`src/rtl/layer_seq_pkg.sv`:
```
// Shared types and helpers for the layer sequencer.
// No logic; state encoding, default word width and packed-slice offset helper.
// Backpressure: n/a.
package layer_seq_pkg;

    localparam int DEF_DATA_WIDTH = 16;

    typedef enum logic [1:0] {
        IDLE  = 2'd0,
        SHIFT = 2'd1,
        WAIT  = 2'd2,
        HOLD  = 2'd3
    } state_t;

    // Low bit of word idx inside a packed vector of width-bit words.
    function automatic int slice_lo(input int idx, input int width);
        return idx * width;
    endfunction

endpackage

```
`src/rtl/layer_seq_serializer.sv`:
```
// Latches a parallel frame on start and issues it one word per cycle.
// Latency: word 0 the cycle after start, then NUM_IN back-to-back words; done marks the last.
// Backpressure: none, the layer consumes every word it is given.
module layer_seq_serializer
    import layer_seq_pkg::*;
#(
    parameter int NUM_IN     = 10,
    parameter int DATA_WIDTH = DEF_DATA_WIDTH
) (
    input  logic                         clk,
    input  logic                         rst,
    input  logic                         start,
    input  logic [NUM_IN*DATA_WIDTH-1:0] frame,
    output logic [DATA_WIDTH-1:0]        lyr_input,
    output logic                         lyr_valid_input,
    output logic                         done
);

    localparam int IDX_W = (NUM_IN > 1) ? $clog2(NUM_IN) : 1;
    localparam logic [IDX_W-1:0] LAST_IDX = IDX_W'(NUM_IN - 1);

    logic [DATA_WIDTH-1:0] words [NUM_IN];
    logic [IDX_W-1:0]      idx;
    logic                  run;

    // Frame buffer needs no reset: its contents are only visible while run is high.
    always_ff @(posedge clk) begin
        if (start) begin
            for (int k = 0; k < NUM_IN; k++) begin
                words[k] <= frame[slice_lo(k, DATA_WIDTH) +: DATA_WIDTH];
            end
        end
    end

    always_ff @(posedge clk) begin
        if (rst) begin
            run <= 1'b0;
            idx <= '0;
        end else if (start) begin
            run <= 1'b1;
            idx <= '0;
        end else if (run) begin
            if (idx == LAST_IDX) begin
                run <= 1'b0;
                idx <= '0;
            end else begin
                idx <= idx + 1'b1;
            end
        end
    end

    assign lyr_input       = run ? words[idx] : '0;
    assign lyr_valid_input = run;
    assign done            = run && (idx == LAST_IDX);

endmodule

```
`src/rtl/layer_sequencer.sv`:
```
// Feeds one neuron layer a frame word-by-word, gathers every neuron result, presents the output frame.
// Latency: NUM_IN shift cycles, then out_valid the cycle after the last neuron result lands.
// Backpressure: in_ready only in IDLE; output held in HOLD until out_ready. LAYER_SEQ_PERF_CNT_EN adds a frame cycle counter.
module layer_sequencer
    import layer_seq_pkg::*;
#(
    parameter int NUM_IN     = 10,
    parameter int NUM_OUT    = 10,
    parameter int DATA_WIDTH = DEF_DATA_WIDTH
) (
    input  logic                          clk,
    input  logic                          rst,
    input  logic                          in_valid,
    output logic                          in_ready,
    input  logic [NUM_IN*DATA_WIDTH-1:0]  in_data,
    output logic [DATA_WIDTH-1:0]         lyr_input,
    output logic                          lyr_valid_input,
    input  logic [NUM_OUT-1:0]            lyr_valid_output,
    input  logic [NUM_OUT*DATA_WIDTH-1:0] lyr_neuron_out,
    output logic                          out_valid,
    input  logic                          out_ready,
    output logic [NUM_OUT*DATA_WIDTH-1:0] out_data,
    output logic                          busy,
    output logic                          err,
    output logic [31:0]                   perf_cycles
);

    state_t             state_q, state_d;
    logic               accept;
    logic               collect;
    logic               ser_done;
    logic [NUM_OUT-1:0] mask_q;
    logic               mask_full;

    assign in_ready  = (state_q == IDLE);
    assign out_valid = (state_q == HOLD);
    assign busy      = (state_q != IDLE);
    assign accept    = in_valid && in_ready;
    assign collect   = (state_q == SHIFT) || (state_q == WAIT);
    // Bits landing this cycle count towards completion so out_valid follows one cycle later.
    assign mask_full = &(mask_q | lyr_valid_output);

    layer_seq_serializer #(
        .NUM_IN     (NUM_IN),
        .DATA_WIDTH (DATA_WIDTH)
    ) u_ser (
        .clk             (clk),
        .rst             (rst),
        .start           (accept),
        .frame           (in_data),
        .lyr_input       (lyr_input),
        .lyr_valid_input (lyr_valid_input),
        .done            (ser_done)
    );

    always_ff @(posedge clk) begin
        if (rst) begin
            state_q <= IDLE;
        end else begin
            state_q <= state_d;
        end
    end

    always_comb begin
        state_d = state_q;
        case (state_q)
            IDLE:    if (accept)                 state_d = SHIFT;
            SHIFT:   if (ser_done)               state_d = WAIT;
            WAIT:    if (mask_full)              state_d = HOLD;
            HOLD:    if (out_valid && out_ready) state_d = IDLE;
            default:                             state_d = IDLE;
        endcase
    end

    always_ff @(posedge clk) begin
        if (rst) begin
            mask_q   <= '0;
            out_data <= '0;
            err      <= 1'b0;
        end else begin
            if (accept) begin
                mask_q <= '0;
            end else if (collect) begin
                // First pulse per neuron wins; repeats only raise err.
                for (int i = 0; i < NUM_OUT; i++) begin
                    if (lyr_valid_output[i] && !mask_q[i]) begin
                        mask_q[i] <= 1'b1;
                        out_data[slice_lo(i, DATA_WIDTH) +: DATA_WIDTH] <=
                            lyr_neuron_out[slice_lo(i, DATA_WIDTH) +: DATA_WIDTH];
                    end
                end
            end
            if ((!collect && (|lyr_valid_output)) ||
                (collect && (|(lyr_valid_output & mask_q)))) begin
                err <= 1'b1;
            end
        end
    end

`ifdef LAYER_SEQ_PERF_CNT_EN
    logic [31:0] cyc_q;
    logic [31:0] cyc_inc;

    assign cyc_inc = (cyc_q == 32'hFFFF_FFFF) ? cyc_q : cyc_q + 32'd1;

    // The completing cycle itself is counted, hence the incremented value is latched.
    always_ff @(posedge clk) begin
        if (rst) begin
            cyc_q       <= '0;
            perf_cycles <= '0;
        end else begin
            if (accept) begin
                cyc_q <= '0;
            end else if (collect) begin
                cyc_q <= cyc_inc;
            end
            if ((state_q == WAIT) && mask_full) begin
                perf_cycles <= cyc_inc;
            end
        end
    end
`else
    assign perf_cycles = '0;
`endif

endmodule

```
`config.mk`:
```
export PLATFORM = sky130hd
export DESIGN_NAME = layer_sequencer
export DESIGN_NICKNAME = d
export VERILOG_FILES = /design/src/rtl/layer_seq_pkg.sv /design/src/rtl/layer_seq_serializer.sv /design/src/rtl/layer_sequencer.sv
export SDC_FILE = /design/constraint.sdc
export NUM_CORES = 1
export LEC_CHECK = 0
export ABC_AREA = 1
export CORE_AREA = 5 5 208 210
export DETAILED_ROUTE_END_ITERATION = 8
export DIE_AREA = 0 0 213 215
export SLEW_MARGIN = 20
export SYNTH_ARGS = -nofsm -noshare
export SYNTH_HDL_FRONTEND = slang
export SYNTH_SLANG_ARGS = --single-unit
```
`constraint.sdc`:
```
create_clock -name clk -period 5.48 [get_ports clk]
set_input_delay 0.548 -clock clk [delete_from_list [all_inputs] [get_ports clk]]
set_output_delay 0.548 -clock clk [all_outputs]
set_load 0.1 [all_outputs]
```
==> results.tsv, run 1 <==
metric	value	unit
status	finished clean	
dr_total_vias	11542	
place_congestion	0.946	
max_freq	0.230	GHz
intPower	6.56	mW
drcViolationCount	0	
yosys_warnings	0	
rows	75	
place_area	18800	um2
pre_cts_slack	1.55	ns
skew	0.0110	ns
cts_buffer_depth	3	
die_y	215	um
pin_count	547	
r2r_slack	2.71	ns
fin_crit_sh	79.2	%
die_width	213	um
finalSetupTns	0	ns
via_per_inst	4.66	
start_util	32.4	%
grt_usage	19.8	%
setup_violations	0	
synthDistinctLibCells	24	
dpl.cell_count	2399	
grt_pass1_vias	11693	
cap_viol_max_count	0	
cts_tree	built	
syn_inst	1412	
drv_slew	0	
detail-route-antenna-nets	0	
switching_share	47.9	%
ys_top_cells_by_area	edfxtp_1 (36%), dfxtp_1 (27%), nor2_1 (9.5%), o21ai_0 (8.9%), inv_1 (3.6%)	
setup_ws	1.14	ns
cts_setup_buffers	0	
crit_type	flop to primary output	
hold_violations	0	
die_area	45800	um2
holdWs	0.506	ns
critPathRequiredTime	4.93	ns
root_buffer	clkbuf_16	
whs_path_depth	2	
synth_top_area_share	35.9	%
final_area	20300	um2
relSlewSlack	27.1	%
power.density	621	nW/um2
grt_overflow	0	
ys_ff_latch	342	
yosysTopAreaCell	edfxtp_1	
layout.nets	2241	
clkPwrFrac	23.2	%
rsz0062_at_grt	false	
post-route-util	49.0	%
final_cells	2478	
clkSlewWorstSetupHoldPaths	0.06	ns
post-dp-hpwl	35500	um
antenna_found_initial	9	
htreeDepth	2	
r2r_start	state_q[1]$_SDFFE_PP0P_	
r2r_cells	7	
critPathMaxFanout	17	
p_seq_share	30.3	%
synth_area_per_cell	9.49	um2
grt_max_degree	84	
power	12.6	mW
regToRegEndpoint	out_data[51]$_SDFFE_PP0P_	
startpoint_type	flop	
wl_per_cell	19.3	um
hold_path_end	out_data[89]$_SDFFE_PP0P_	
combPwrFrac	46.4	%
core-area	41400	um2
fin_crit	4.34	ns
tightest_slew	1.09	ns
hp-class	flop to flop	
cts_inserted_buffers	41	
final_cell_mix	clkdlybuf4s50_1 (514), nor2_1 (338), o21ai_0 (237)	
drt_pass1_iterations	6	
clock_latency	0.55	ns
final_common_cell	clkdlybuf4s50_1	
dr.first_iter.drc_count	768	
worstSetupEndpointType	primary output	
synth_area	13400	um2
postRouteWirelength	47700	um
hold_path.startpoint	out_data[89]$_SDFFE_PP0P_	
grt_pass1_wl	69400	um
leakage	8.00	nW
ctsHoldBuffers	0	
crit_arrival	3.79	ns
p_switching	6.04	mW
vdd_ir_drop_max	0.000559	V
drive_above_1_share	5.32	%
post_cts_resized	0	
yosysSeqAreaShare	63.0	%
cts_sinks	342	
syn_to_final_growth	51.3	%
io_buffers	514	
==> critical path: stages, from the launching register on <==
cell             delay [ns]
dfxtp_1                0.82
inv_1                  0.55
nand3_1                0.21
o21ai_0                0.26
a21oi_1                0.22
clkdlybuf4s50_1        1.18
==> worst max-delay path by stage <==
stage | cells past startpoint | slack, ns | end
final | 5 | 1.14 | lyr_input[2]
after floorplan | 4 | 1.84 | lyr_input[12]
after detailed placement | 5 | 1.55 | lyr_input[2]
after global placement | 5 | 1.58 | lyr_input[2]
after CTS | 5 | 0.95 | lyr_input[2]
after global routing | 5 | 0.95 | lyr_input[1]
==> power groups by stage <==
stage	combinational (mW)	sequential [mW]	clock, mW
floorplan	1.47	6.68	0
global placement	5.86	3.84	0
detailed placement	5.87	3.86	0
CTS	5.89	3.83	3.01
global route	6.11	3.91	3.12
finish	5.85	3.82	2.93
==> Yosys cell counts, drive strengths merged <==
cell    number
a21oi       77
buf         68
clkbuf      36
clkinv       1
conb         1
dfxtp      182
edfxtp     160
ha           4
inv        139
nand2       93
nand3       25
nand4        1
nor2       338
nor3        12
o211ai      22
o21ai      251
o22ai        2
==> metal layers <==
metal | global-route usage (%) | wire [um] | up-vias
li1 | - | - | 5588
met1 | 22.0 | 17300 | 5378
met2 | 33.7 | 23100 | 475
met3 | 8.46 | 5560 | 89
met4 | 7.32 | 1620 | 12
met5 | 0 | 81 | -
==> flip-flops by register name, summed over array words and instances, names as in the netlist, named ones only <==
signal and cells:
err 1, out_data 160, mask_q 10, u_ser.lyr_valid_input 1, u_ser.words 160, u_ser.idx 4, state_q 2
==> cell families after synthesis <==
kind of cell | count (synthesis) | share of synthesized area [%]
compound gates | 352 | 13.6
fa+ha+maj | 4 | 0.373
buf+inv | 244 | 8.51
flops | 342 | 63.0
other cells | 1 | 0.0280
simple gates | 469 | 14.5
==> final cells by class <==
cell class / count / area [um2]
fillers: 3848 / 21100
flip-flops and latches: 342 / 8450
repair buffers: 521 / 5210
multi-input cells: 857 / 3930
clock buffers: 55 / 1170
well taps: 539 / 674
inverters: 140 / 532
clock inverters: 20 / 293
diodes: 4 / 10.0
No activity file was read; power rests on OpenSTA's default activity.
==> run 2, diff against run 1 <==
Settings changed: CORE_AREA 5 5 208 210 to 5 5 211 213, DIE_AREA 0 0 213 215 to 0 0 216 218.
Clock period 5.48 ns to 4 ns, I/O delays scaled along.
==> run 2 against run 1 <==
  * Sequential share of layout area up 0.46 points
  * Register-to-register slack worse by 1.3 ns
  * Combinational power up 37%
  * Global-route usage down 0.93 points
  * Sequential power up 37%
  * Clock power up 19%
  * Die area up 2.8%
  * Flip-flop and latch count unchanged
  * Cell count unchanged
  * Via count down 0.66%
  * Worst hold slack worse by 0.10 ns
  * Critical endpoint is now lyr_input[12]
==> results.tsv, run 2 (same netlist as run 1, synthesis figures left out) <==
metric	value	unit
status	finished clean	
grt_pass1_vias	11465	
crit_type	flop to primary output	
hold_violations	0	
grt_max_degree	162	
cap_viol_max_count	0	
start_util	31.5	%
max_freq	0.299	GHz
cts_setup_buffers	0	
worstSetupEndpointType	primary output	
io_buffers	514	
cts_inserted_buffers	40	
tightest_slew	1.10	ns
final_common_cell	clkdlybuf4s50_1	
post-dp-hpwl	34200	um
fin_crit_sh	83.6	%
finalSetupTns	0	ns
reg.largest.list	out_data x160, u_ser.words x160, mask_q x10	
dr.first_iter.drc_count	891	
drive_above_1_share	5.85	%
postRouteWirelength	47000	um
cts_tree	built	
whs_path_depth	1	
post_cts_resized	0	
critPathRequiredTime	3.60	ns
regToRegEndpoint	out_data[53]$_SDFFE_PP0P_	
fill_cells	3966	
final_area	20000	um2
cts_buffer_depth	3	
drv_slew	0	
grt_usage	18.9	%
fin_crit	3.34	ns
wl_per_cell	19.0	um
drt_pass1_iterations	5	
final_cell_mix	clkdlybuf4s50_1 (497), nor2_1 (338), o21ai_0 (237)	
r2r_slack	1.38	ns
r2r_start	state_q[1]$_SDFFE_PP0P_	
syn_to_final_growth	49.6	%
power	16.7	mW
grt_overflow	0	
htreeDepth	2	
rows	76	
grt_pass1_wl	68800	um
root_buffer	clkbuf_16	
clkSlewWorstSetupHoldPaths	0.06	ns
die_y	218	um
pre_cts_slack	1.18	ns
setup_ws	0.656	ns
antenna_found_initial	5	
via_per_inst	4.63	
setup_violations	0	
relSlewSlack	26.4	%
critPathMaxFanout	44	
ctsHoldBuffers	0	
rsz0062_at_grt	false	
final_cells	2478	
layout.nets	2242	
dr_total_vias	11466	
r2r_cells	7	
power.density	834	nW/um2
detail-route-antenna-nets	0	
hold_path.startpoint	in_data[95]	
startpoint_type	flop	
dpl.cell_count	2408	
drcViolationCount	0	
pin_count	547	
vdd_ir_drop_max	0.000700	V
crit_arrival	2.94	ns
place_congestion	0.833	
hp-class	input pin to flop	
core-area	42500	um2
cts_sinks	342	
clock_latency	0.55	ns
die_area	47100	um2
leakage	7.96	nW
die_width	216	um
place_area	18800	um2
hold_path_end	u_ser.words[5][15]$_DFFE_PP_	
skew	0.0298	ns
[run 2: cell count changes in the layout (fill, tap and decap cells not counted), sizes merged]
cell and change:
clkinvlp -5, clkbuf +3, clkdlybuf4s50 -17, inv -1, diode -3, buf +19
clkinv +3, bufinv -6
[run 2: per-layer routing]
layer	vias up	routed length [um]	share of wire, %	GRT usage, %
met5	-	59	0.13	0
met1	5381	18200	39	21.9
met4	10	945	2.0	4.73
met2	427	23300	50	33.0
met3	67	4530	9.6	7.29
li1	5581	-	-	-
[run 2: through the flow]
stage / utilization, % / hold WS [ns]
2_1_floorplan: - / 0.469
3_3_place_gp: 44.2 / 0.487
3_5_place_dp: 44.2 / 0.493
4_1_cts: 47.2 / 0.365
5_1_grt: 47.2 / 0.378
6_report: 47.2 / 0.405
[run 2: worst max path at each step]
| stage | endpoint | cells after the start | startpoint |
|---|---|---|---|
| after CTS | lyr_input[12] | 6 | flop |
| after floorplan | lyr_input[12] | 4 | u_ser.lyr_valid_input$_SDFF_PP0_ |
| final | lyr_input[12] | 6 | flop |
| after global routing | lyr_input[12] | 6 | flop |
| after global placement | lyr_input[12] | 6 | flop |
| after detailed placement | lyr_input[12] | 6 | flop |
[run 2: cell type report]
type	count	area [um2]	share of cell area [%]
inverters	140	532	2.65
multi-input cells	857	3930	19.6
flip-flops and latches	342	8450	42.2
clock buffers	58	1160	5.79
well taps	546	683	3.41
clock inverters	11	93.8	0.468
repair buffers	523	5190	25.9
diodes	1	2.50	0.0125
[run 2: power breakdown]
part / leakage, nW / switching (mW) / internal (mW)
Clock: 0.621 / 1.43 / 2.08
Sequential: 3.00 / 0.481 / 4.75
Combinational: 4.34 / 6.27 / 1.72
[run 2: critical path, cell delays in order (launching register included)]
cell and delay (ns):
dfxtp_2 0.94, buf_4 0.41, o211ai_1 0.14, nand3_1 0.20, o21ai_0 0.19, a21oi_1 0.18, buf_4 0.32
